[config.mk]
export PLATFORM = sky130hd
export DESIGN_NAME = video_timing_gen_flat
export DESIGN_NICKNAME = d
export VERILOG_FILES = /design/src/rtl/video_timing_pkg.sv /design/src/rtl/video_timing_gen_if.sv /design/src/rtl/video_timing_lut.sv /design/src/rtl/video_timing_gen.sv /design/src/flat_wrapper.sv
export SDC_FILE = /design/constraint.sdc
export NUM_CORES = 1
export LEC_CHECK = 0
export ABC_AREA = 1
export CAP_MARGIN = 10
export CORE_UTILIZATION = 25
export CTS_CLUSTER_SIZE = 10
export DETAILED_ROUTE_END_ITERATION = 8
export PLACE_DENSITY = 0.49
export SKIP_CTS_REPAIR_TIMING = 1
export SYNTH_ARGS = -nofsm -noshare
export SYNTH_HDL_FRONTEND = slang
export SYNTH_SLANG_ARGS = --single-unit
[constraint.sdc]
create_clock -name clk -period 3.28 [get_ports clk]
set_input_delay 0.656 -clock clk [delete_from_list [all_inputs] [get_ports clk]]
set_output_delay 0.656 -clock clk [all_outputs]
set_load 0.02 [all_outputs]
[src/rtl/video_timing_pkg.sv]
// Shared definitions for the HDMI-side video timing generator: mode encoding,
// the timing-table record and the three supported timing tables.
package video_timing_pkg;

  typedef enum logic [1:0] {
    MODE_NTSC = 2'd0,
    MODE_PAL  = 2'd1,
    MODE_MONO = 2'd2,
    MODE_RSVD = 2'd3
  } mode_e;

  typedef struct packed {
    logic [10:0] h_total;
    logic [10:0] h_active;
    logic [10:0] hs_start;
    logic [10:0] hs_width;
    logic [9:0]  v_total;
    logic [9:0]  v_active;
    logic [9:0]  vs_start;
    logic [9:0]  vs_width;
  } timing_t;

  localparam timing_t TIMING_NTSC = '{
    h_total: 11'd858, h_active: 11'd720, hs_start: 11'd736, hs_width: 11'd62,
    v_total: 10'd525, v_active: 10'd480, vs_start: 10'd489, vs_width: 10'd6
  };

  localparam timing_t TIMING_PAL = '{
    h_total: 11'd864, h_active: 11'd720, hs_start: 11'd732, hs_width: 11'd64,
    v_total: 10'd625, v_active: 10'd576, vs_start: 10'd581, vs_width: 10'd5
  };

  localparam timing_t TIMING_MONO = '{
    h_total: 11'd800, h_active: 11'd640, hs_start: 11'd656, hs_width: 11'd96,
    v_total: 10'd449, v_active: 10'd400, vs_start: 10'd412, vs_width: 10'd2
  };

  // The reserved encoding behaves as NTSC everywhere, so fold it early; this
  // keeps a 0<->3 toggle from looking like a geometry change.
  function automatic mode_e norm_mode(input logic [1:0] m);
    return (m == 2'd3) ? MODE_NTSC : mode_e'(m);
  endfunction

  // Resync offsets must land inside the frame of the mode being entered.
  function automatic int clamp_off(input int off, input int total);
    if (off < 0) return 0;
    if (off > total - 1) return total - 1;
    return off;
  endfunction

endpackage

[src/rtl/video_timing_gen_if.sv]
// Bundle between the video analyzer / HDMI encoder side and the timing
// generator. The frame_cnt signal exists only when VIDEO_TIMING_FRAME_CNT_EN
// is defined.
interface video_timing_gen_if;

  logic [1:0]  mode;
  logic        vreset;
  logic [10:0] hcnt;
  logic [9:0]  vcnt;
  logic        hs;
  logic        vs;
  logic        de;
  logic        locked;
`ifdef VIDEO_TIMING_FRAME_CNT_EN
  logic [7:0]  frame_cnt;

  modport master (input mode, vreset,
                  output hcnt, vcnt, hs, vs, de, locked, frame_cnt);
  modport slave  (output mode, vreset,
                  input hcnt, vcnt, hs, vs, de, locked, frame_cnt);
`else
  modport master (input mode, vreset,
                  output hcnt, vcnt, hs, vs, de, locked);
  modport slave  (output mode, vreset,
                  input hcnt, vcnt, hs, vs, de, locked);
`endif

endinterface

[src/rtl/video_timing_lut.sv]
// Combinational mode -> timing table lookup. The reserved mode maps to NTSC.
module video_timing_lut
  import video_timing_pkg::*;
(
  input  mode_e   mode,
  output timing_t timing
);

  // Table select; anything not PAL or mono falls back to NTSC.
  always_comb begin
    timing = TIMING_NTSC;
    case (mode)
      MODE_PAL:  timing = TIMING_PAL;
      MODE_MONO: timing = TIMING_MONO;
      default:   timing = TIMING_NTSC;
    endcase
  end

endmodule

[src/rtl/video_timing_gen.sv]
// Free-running HDMI video timing generator. Counts pixels/lines for the
// active mode, latches mode changes only at frame boundaries, and jumps to
// (HOFFS, VOFFS) on a vreset pulse to stay phase-locked to the source.
// Optional frame counter output: define VIDEO_TIMING_FRAME_CNT_EN.
module video_timing_gen
  import video_timing_pkg::*;
#(
  parameter int HOFFS = 0,
  parameter int VOFFS = 0
) (
  input logic                clk,
  input logic                resetn,
  video_timing_gen_if.master vif
);

  // Offsets are elaboration constants, so clamp them per mode up front.
  localparam logic [10:0] HOFF_NTSC = 11'(clamp_off(HOFFS, int'(TIMING_NTSC.h_total)));
  localparam logic [10:0] HOFF_PAL  = 11'(clamp_off(HOFFS, int'(TIMING_PAL.h_total)));
  localparam logic [10:0] HOFF_MONO = 11'(clamp_off(HOFFS, int'(TIMING_MONO.h_total)));
  localparam logic [9:0]  VOFF_NTSC = 10'(clamp_off(VOFFS, int'(TIMING_NTSC.v_total)));
  localparam logic [9:0]  VOFF_PAL  = 10'(clamp_off(VOFFS, int'(TIMING_PAL.v_total)));
  localparam logic [9:0]  VOFF_MONO = 10'(clamp_off(VOFFS, int'(TIMING_MONO.v_total)));

  mode_e       act_q, act_d;
  mode_e       pend_q, pend_d;
  mode_e       mode_in;
  logic [10:0] hcnt_q, hcnt_d;
  logic [9:0]  vcnt_q, vcnt_d;
  logic        hs_q, hs_d;
  logic        vs_q, vs_d;
  logic        de_q, de_d;
  logic        locked_q, locked_d;
  logic        h_wrap, v_last, f_wrap;
  timing_t     tm;

  video_timing_lut u_lut (
    .mode   (act_q),
    .timing (tm)
  );

  assign mode_in = norm_mode(vif.mode);
  assign h_wrap  = (hcnt_q == tm.h_total - 11'd1);
  assign v_last  = (vcnt_q == tm.v_total - 10'd1);
  assign f_wrap  = h_wrap && v_last;

  // Counter advance, mode latching, lock tracking and registered sync/DE.
  always_comb begin
    hcnt_d   = h_wrap ? 11'd0 : hcnt_q + 11'd1;
    vcnt_d   = vcnt_q;
    act_d    = act_q;
    pend_d   = mode_in;
    locked_d = locked_q;
    if (h_wrap) vcnt_d = v_last ? 10'd0 : vcnt_q + 10'd1;

    if (vif.vreset) begin
      // Take the live mode so a change arriving with the pulse is not lost.
      act_d    = mode_in;
      locked_d = 1'b1;
      case (mode_in)
        MODE_PAL:  begin hcnt_d = HOFF_PAL;  vcnt_d = VOFF_PAL;  end
        MODE_MONO: begin hcnt_d = HOFF_MONO; vcnt_d = VOFF_MONO; end
        default:   begin hcnt_d = HOFF_NTSC; vcnt_d = VOFF_NTSC; end
      endcase
    end else if (f_wrap) begin
      act_d = pend_q;
      if (pend_q != act_q) locked_d = 1'b0;
    end

    de_d = (hcnt_q < tm.h_active) && (vcnt_q < tm.v_active);
    hs_d = !((hcnt_q >= tm.hs_start) && (hcnt_q < tm.hs_start + tm.hs_width));
    vs_d = !((vcnt_q >= tm.vs_start) && (vcnt_q < tm.vs_start + tm.vs_width));
  end

  // State registers.
  always_ff @(posedge clk or negedge resetn) begin
    if (!resetn) begin
      act_q    <= MODE_NTSC;
      pend_q   <= MODE_NTSC;
      hcnt_q   <= '0;
      vcnt_q   <= '0;
      hs_q     <= 1'b1;
      vs_q     <= 1'b1;
      de_q     <= 1'b0;
      locked_q <= 1'b0;
    end else begin
      act_q    <= act_d;
      pend_q   <= pend_d;
      hcnt_q   <= hcnt_d;
      vcnt_q   <= vcnt_d;
      hs_q     <= hs_d;
      vs_q     <= vs_d;
      de_q     <= de_d;
      locked_q <= locked_d;
    end
  end

  assign vif.hcnt   = hcnt_q;
  assign vif.vcnt   = vcnt_q;
  assign vif.hs     = hs_q;
  assign vif.vs     = vs_q;
  assign vif.de     = de_q;
  assign vif.locked = locked_q;

`ifdef VIDEO_TIMING_FRAME_CNT_EN
  logic [7:0] frame_cnt_q, frame_cnt_d;

  // Frame counter: cleared by resync, otherwise counts frame wraps mod 256.
  always_comb begin
    frame_cnt_d = frame_cnt_q;
    if (vif.vreset)  frame_cnt_d = 8'd0;
    else if (f_wrap) frame_cnt_d = frame_cnt_q + 8'd1;
  end

  // Frame counter register.
  always_ff @(posedge clk or negedge resetn) begin
    if (!resetn) frame_cnt_q <= 8'd0;
    else         frame_cnt_q <= frame_cnt_d;
  end

  assign vif.frame_cnt = frame_cnt_q;
`endif

endmodule

[src/flat_wrapper.sv]
// flat-port wrapper written by rule: the top's interface ports become plain ports
module video_timing_gen_flat import video_timing_pkg::*;
#(
  parameter int HOFFS = 0,
  parameter int VOFFS = 0
)
  (clk, resetn, vif_mode, vif_vreset, vif_hcnt, vif_vcnt, vif_hs, vif_vs, vif_de, vif_locked);
  video_timing_gen_if vif_i ();
  input logic clk;
  input logic resetn;
  input wire logic [$bits(vif_i.mode)-1:0] vif_mode;
  input wire logic [$bits(vif_i.vreset)-1:0] vif_vreset;
  output wire logic [$bits(vif_i.hcnt)-1:0] vif_hcnt;
  output wire logic [$bits(vif_i.vcnt)-1:0] vif_vcnt;
  output wire logic [$bits(vif_i.hs)-1:0] vif_hs;
  output wire logic [$bits(vif_i.vs)-1:0] vif_vs;
  output wire logic [$bits(vif_i.de)-1:0] vif_de;
  output wire logic [$bits(vif_i.locked)-1:0] vif_locked;
  assign vif_i.mode = vif_mode;
  assign vif_i.vreset = vif_vreset;
  assign vif_hcnt = vif_i.hcnt;
  assign vif_vcnt = vif_i.vcnt;
  assign vif_hs = vif_i.hs;
  assign vif_vs = vif_i.vs;
  assign vif_de = vif_i.de;
  assign vif_locked = vif_i.locked;
  video_timing_gen #(.HOFFS(HOFFS), .VOFFS(VOFFS)) u_core (.clk(clk), .resetn(resetn), .vif(vif_i));
endmodule
**After elaboration in Yosys (flattened, before gate mapping)**

Index checks and enable logic that the tools add are counted.
W data, S select, Z words.

- Register bits: 29
- Bits of input ports: 5
- Output and inout port bits: 25
- Logic and storage cells: 48

- Add/sub/neg operators: 6
- Magnitude comparators: 6
- Equal/unequal tests: 6
- Muxes and demuxes: 12
- Reduce and logical (&&, ||, !) cells: 10

Operators by type and width:

| operator | number |
|---|---|
| $pmux W80 S2 | 1 |
| $mux W10 | 3 |
| $lt A11 B11 Y1 | 2 |
| $mux W11 | 2 |
| $lt A10 B10 Y1 | 2 |
| $add A11 B1 Y11 const B | 1 |
| $add A11 B11 Y11 | 1 |
| $eq A11 B11 Y1 | 1 |
| $ge A11 B11 Y1 | 1 |
| $sub A10 B1 Y11 const B | 1 |
| $add A10 B1 Y10 const B | 1 |
| $add A10 B10 Y10 | 1 |
| $eq A10 B10 Y1 | 1 |
| $ge A10 B10 Y1 | 1 |
| $sub A10 B1 Y10 const B | 1 |
| $mux W2 | 3 |
| $reduce_bool A2 Y1 | 3 |
| $eq A2 B2 Y1 const B | 2 |
| $logic_and A1 B1 Y1 | 4 |
| $mux W1 | 3 |
| $eq A2 B1 Y1 const B | 1 |
| $logic_not A1 Y1 | 2 |
| $ne A2 B2 Y1 | 1 |
| $reduce_and A2 Y1 | 1 |

**Depth between registers and ports, before layout**

- Depth in word-level cells: 7
- Mapped depth: 13
- Depth with buffers taken out: 12

**Modules after synthesis**

From an unflattened synthesis, not the netlist that was laid out.

- Cell total of the unflattened synthesis: 807
- Area total of the unflattened synthesis: 5416.4 µm²

Modules (own cells, without submodules):

| module | instances | cells each | area an instance (µm²) | sequential area each (µm²) |
|---|---|---|---|---|
| video_timing_gen | 1 | 718 | 4754.6 | 728.2 |
| video_timing_lut | 1 | 89 | 661.9 | 0.0 |

**Worst setup path before layout**

OpenSTA, ideal clock, no wires.

- Path kind: register to register
- From: register u_core.act_q[0]
- To: register u_core.act_q[0]
- Arrival time: 1.789 ns
- Path slack: 1.368 ns
- Cell stages (with the launch flop): 11
- Period minus slack after synthesis: 1.912 ns
- Path through: dfrtp_1 -> inv_1 -> ha_1 -> ha_1 -> nand3_1 -> nor2_1 -> nand3_4 -> nand2_4 -> nand2_4 -> nand2_1 -> o21ai_2

- Word-level cells in the longest chain between the ends: 6

Ends and longest elaborated chain:

| item | line | text |
|---|---|---|
| start: declaration | video_timing_gen.sv:24 | `mode_e act_q, act_d;` |
| start signal: assignment | video_timing_gen.sv:86 | `act_q <= act_d;` |
| $eq A2 B2 Y1 / $eq A2 B1 Y1 (equally long branches) | video_timing_lut.sv:12 | `case (mode)` |
| $pmux W80 S2 * | video_timing_lut.sv:12 |  |
| $sub A10 B1 Y11 / $sub A10 B1 Y10 (equally long branches) | video_timing_gen.sv:42, video_timing_gen.sv:43 |  |
| $eq A11 B11 Y1 / $eq A10 B10 Y1 (equally long branches) | video_timing_gen.sv:42, video_timing_gen.sv:43 |  |
| $logic_and A1 B1 Y1 * | video_timing_gen.sv:44 | `assign f_wrap = h_wrap && v_last;` |
| $reduce_bool A2 Y1 (no source line) * | - |  |

Every way passes the cells marked *; elsewhere a longest branch is shown, timed or not.
A chain may end at the register's enable or synchronous reset.

**Worst setup path after layout**

- From: register u_core.act_q[0]
- To: register u_core.act_q[1]

Same word-level chain as after synthesis.

==> reports/results.ini <==
[placed_design]
place_area_sq_mm = 0.00288
port_buffers = 29
gp_congestion = 0.867
post-dp-hpwl_mm = 5.00
place_inst = 497

[synthesis]
yosysWarnings = 0
synthFlopType = dfrtp_1
synth_edf_count = 0
synth_async_sr_flop_share_pct = 100
synth_commonest_cells = nand2_1, inv_1, nor2_1, ha_1, nand3_1
synth_top_area_share_pct = 27.6
ys_types = 33
avgSynthCellArea_sq_um = 7.19
synth_largest_area_cell = dfrtp_1
yosys.cell_count.top_type = nand2_1
syn_nets = 377
synth.yosys.seq_area_share_pct = 29.8
synthTopCellsByArea = dfrtp_1, ha_1, nand2_1
synthCells = 340
syn_area_sq_mm = 0.00244
ys_seq_elements = 29

[layout]
drive_gt1_share_pct = 8.51
area_growth_pct = 21.2
multiInputGateArea_sq_mm = 0.00151
final_cell_count_no_fill = 505
finish.net_count = 412
diodes = 0
final_cell_area_sq_mm = 0.00296
register_area_sq_um = 728
nFillCells = 1039

[timing]
tns_ns = 0
rsz0062_at_grt = false
max_slew.worst_pin.slew_ns = 0.391
finalHoldViolCount = 0
finalCritPeriodShare_pct = 69.4
drv_slew = 0
period_needed_ns = 2.28
max_freq_mhz = 439
setup_viol = 0
fin_skew_ns = 0.00656
slew_headroom_pct = 74.0

[floorplan]
die_area_sq_mm = 0.0102
fp-row-count = 35
start_util_pct = 26.1
ios = 30
dieHeight_microns = 101
core_area_sq_mm = 0.00937
dieWidth_microns = 101

[setup_path]
r2r_end = u_core.act_q[1]
r2r_start = u_core.act_q[0]
critPathCaptureType = flip-flop
critPathKind = reg -> reg
reg2reg_setup_slack_ns = 1.00
cp_max_fo = 16
ff2ff_path_depth = 10
startpoint_type = flip-flop
worstPathRequired_ns = 3.45
cp.arrival_ns = 2.45
crit_path_start = u_core.act_q[0]

[global_route]
gr-usage-all-layers_pct = 14.1
antenna_found_initial = 0
grt_pass1_vias = 2221
grt_pass1_wl_mm = 11.1
gr-total-overflow = 0
grt_max_degree = 30

[detailed_routing]
wl_per_cell_microns = 12.9
drtIter0Drc = 124
vias = 2294
via_per_inst = 4.54
drc = 0
drt_wl_total_mm = 6.50
firstDrtPassIters = 4
ant_nets = 0

[clock_network]
cts_root_buffer = clkbuf_8
clk_path_buf_depth = 2
cts_buffers = 5
htree_levels = 2
cts_sinks = 29
cts.clk_slew.worst_paths_ns = 0.07
cts_tree = yes
clock_latency_ns = 0.29

[power_and_ir_drop]
leakagePower_nw = 1.40
power_density_mw_per_mm2 = 300
peakVddDrop_mv = 0.136
total_power_mw = 0.890

[min_path]
min_delay_path_depth = 2
min_path_type = reg -> reg
holdPathEnd = u_core.vif.locked
min_from = u_core.vif.locked

[flow_run]
drv_cap = 0

[outcome]
status = complete, no violations

cells in the final DEF, fill, tap and decap left out, drive strengths merged:
cell type,netlist,final
a21oi,17,17
a31oi,1,1
buf,2,2
clkbuf,1,6
clkdlybuf4s50,0,29
clkinv,1,3
dfrtp,27,27
dfstp,2,2
ha,32,32
inv,46,46
nand2,89,89
nand3,32,32
nand3b,1,1
nand4,9,9
nor2,43,43
nor3,7,7
nor3b,1,1
nor4,1,1
o21a,1,1
o21ai,19,19
o21bai,1,1
or2,1,1
xnor2,2,2
xor2,4,4
final cells by class:
| class | instances | share of cell area (%) |
|---|---|---|
| Clock buffer | 6 | 2.45 |
| Clock inverter | 2 | 0.338 |
| Inverter | 47 | 5.95 |
| Multi-Input combinational cell | 261 | 50.9 |
| Sequential cell | 29 | 24.6 |
| Tap cell | 129 | 5.45 |
| Timing Repair Buffer | 31 | 10.3 |
where the power goes:
part / internal (mW) / switching [mW] / total [mW]
Sequential: 0.366 / 0.0136 / 0.380
Clock: 0.147 / 0.153 / 0.300
Combinational: 0.0737 / 0.136 / 0.210
Total: 0.587 / 0.303 / 0.890
worst max-delay path: stages (launching register included):
cell	delay [ns]
dfrtp_1	0.43
inv_1	0.09
ha_1	0.30
ha_1	0.38
nand3_1	0.10
nor2_1	0.24
nand3_4	0.17
nand2_4	0.23
nand2_4	0.11
nand2_1	0.08
o21ai_2	0.05
metal layers:
metal	GRT usage (%)	vias to the layer above	wire [microns]
met5	0	-	0
met4	4.12	0	73
met3	1.80	6	172
met2	22.8	37	2900
met1	19.7	1067	3350
li1	-	1184	-
cell families (layout without fill, tap and decap cells):
group | after synthesis | count (layout) | share of synthesized area, %
and+or+nand+nor | 184 | 184 | 34.4
buffers and inverters | 50 | 86 | 8.45
AOI/OAI and AO/OA | 39 | 39 | 8.86
adders and majority gates | 32 | 32 | 16.4
DFF | 29 | 29 | 29.8
xor gates and xnor gates | 6 | 6 | 2.15
registers in the layout, indices dropped and copies added (netlist names):
register / flops
u_core.vif.hcnt: 11
u_core.pend_q: 2
u_core.vif.vs: 1
u_core.vif.de: 1
u_core.vif.locked: 1
u_core.vif.vcnt: 10
u_core.act_q: 2
u_core.vif.hs: 1
worst max-delay path by stage:
stage               slack [ns]                  to  cells after the start
floorplan                 1.37     u_core.act_q[0]                     10
global placement          1.07     u_core.act_q[0]                     10
detailed placement        1.01     u_core.act_q[0]                     10
CTS                       0.99     u_core.act_q[0]                     10
global route              0.78  u_core.vif.vcnt[3]                     10
finish                    1.00     u_core.act_q[1]                     10
per-stage QoR:
step	utilization [%]	setup slack (ns)	hold slack [ns]
finish	31.6	1.00	0.472
global route	31.6	0.779	0.516
CTS	31.6	0.992	0.480
global placement	30.7	1.07	0.468
detailed placement	30.7	1.01	0.463
floorplan	-	1.37	0.360
(Power assumes the default switching activity.)
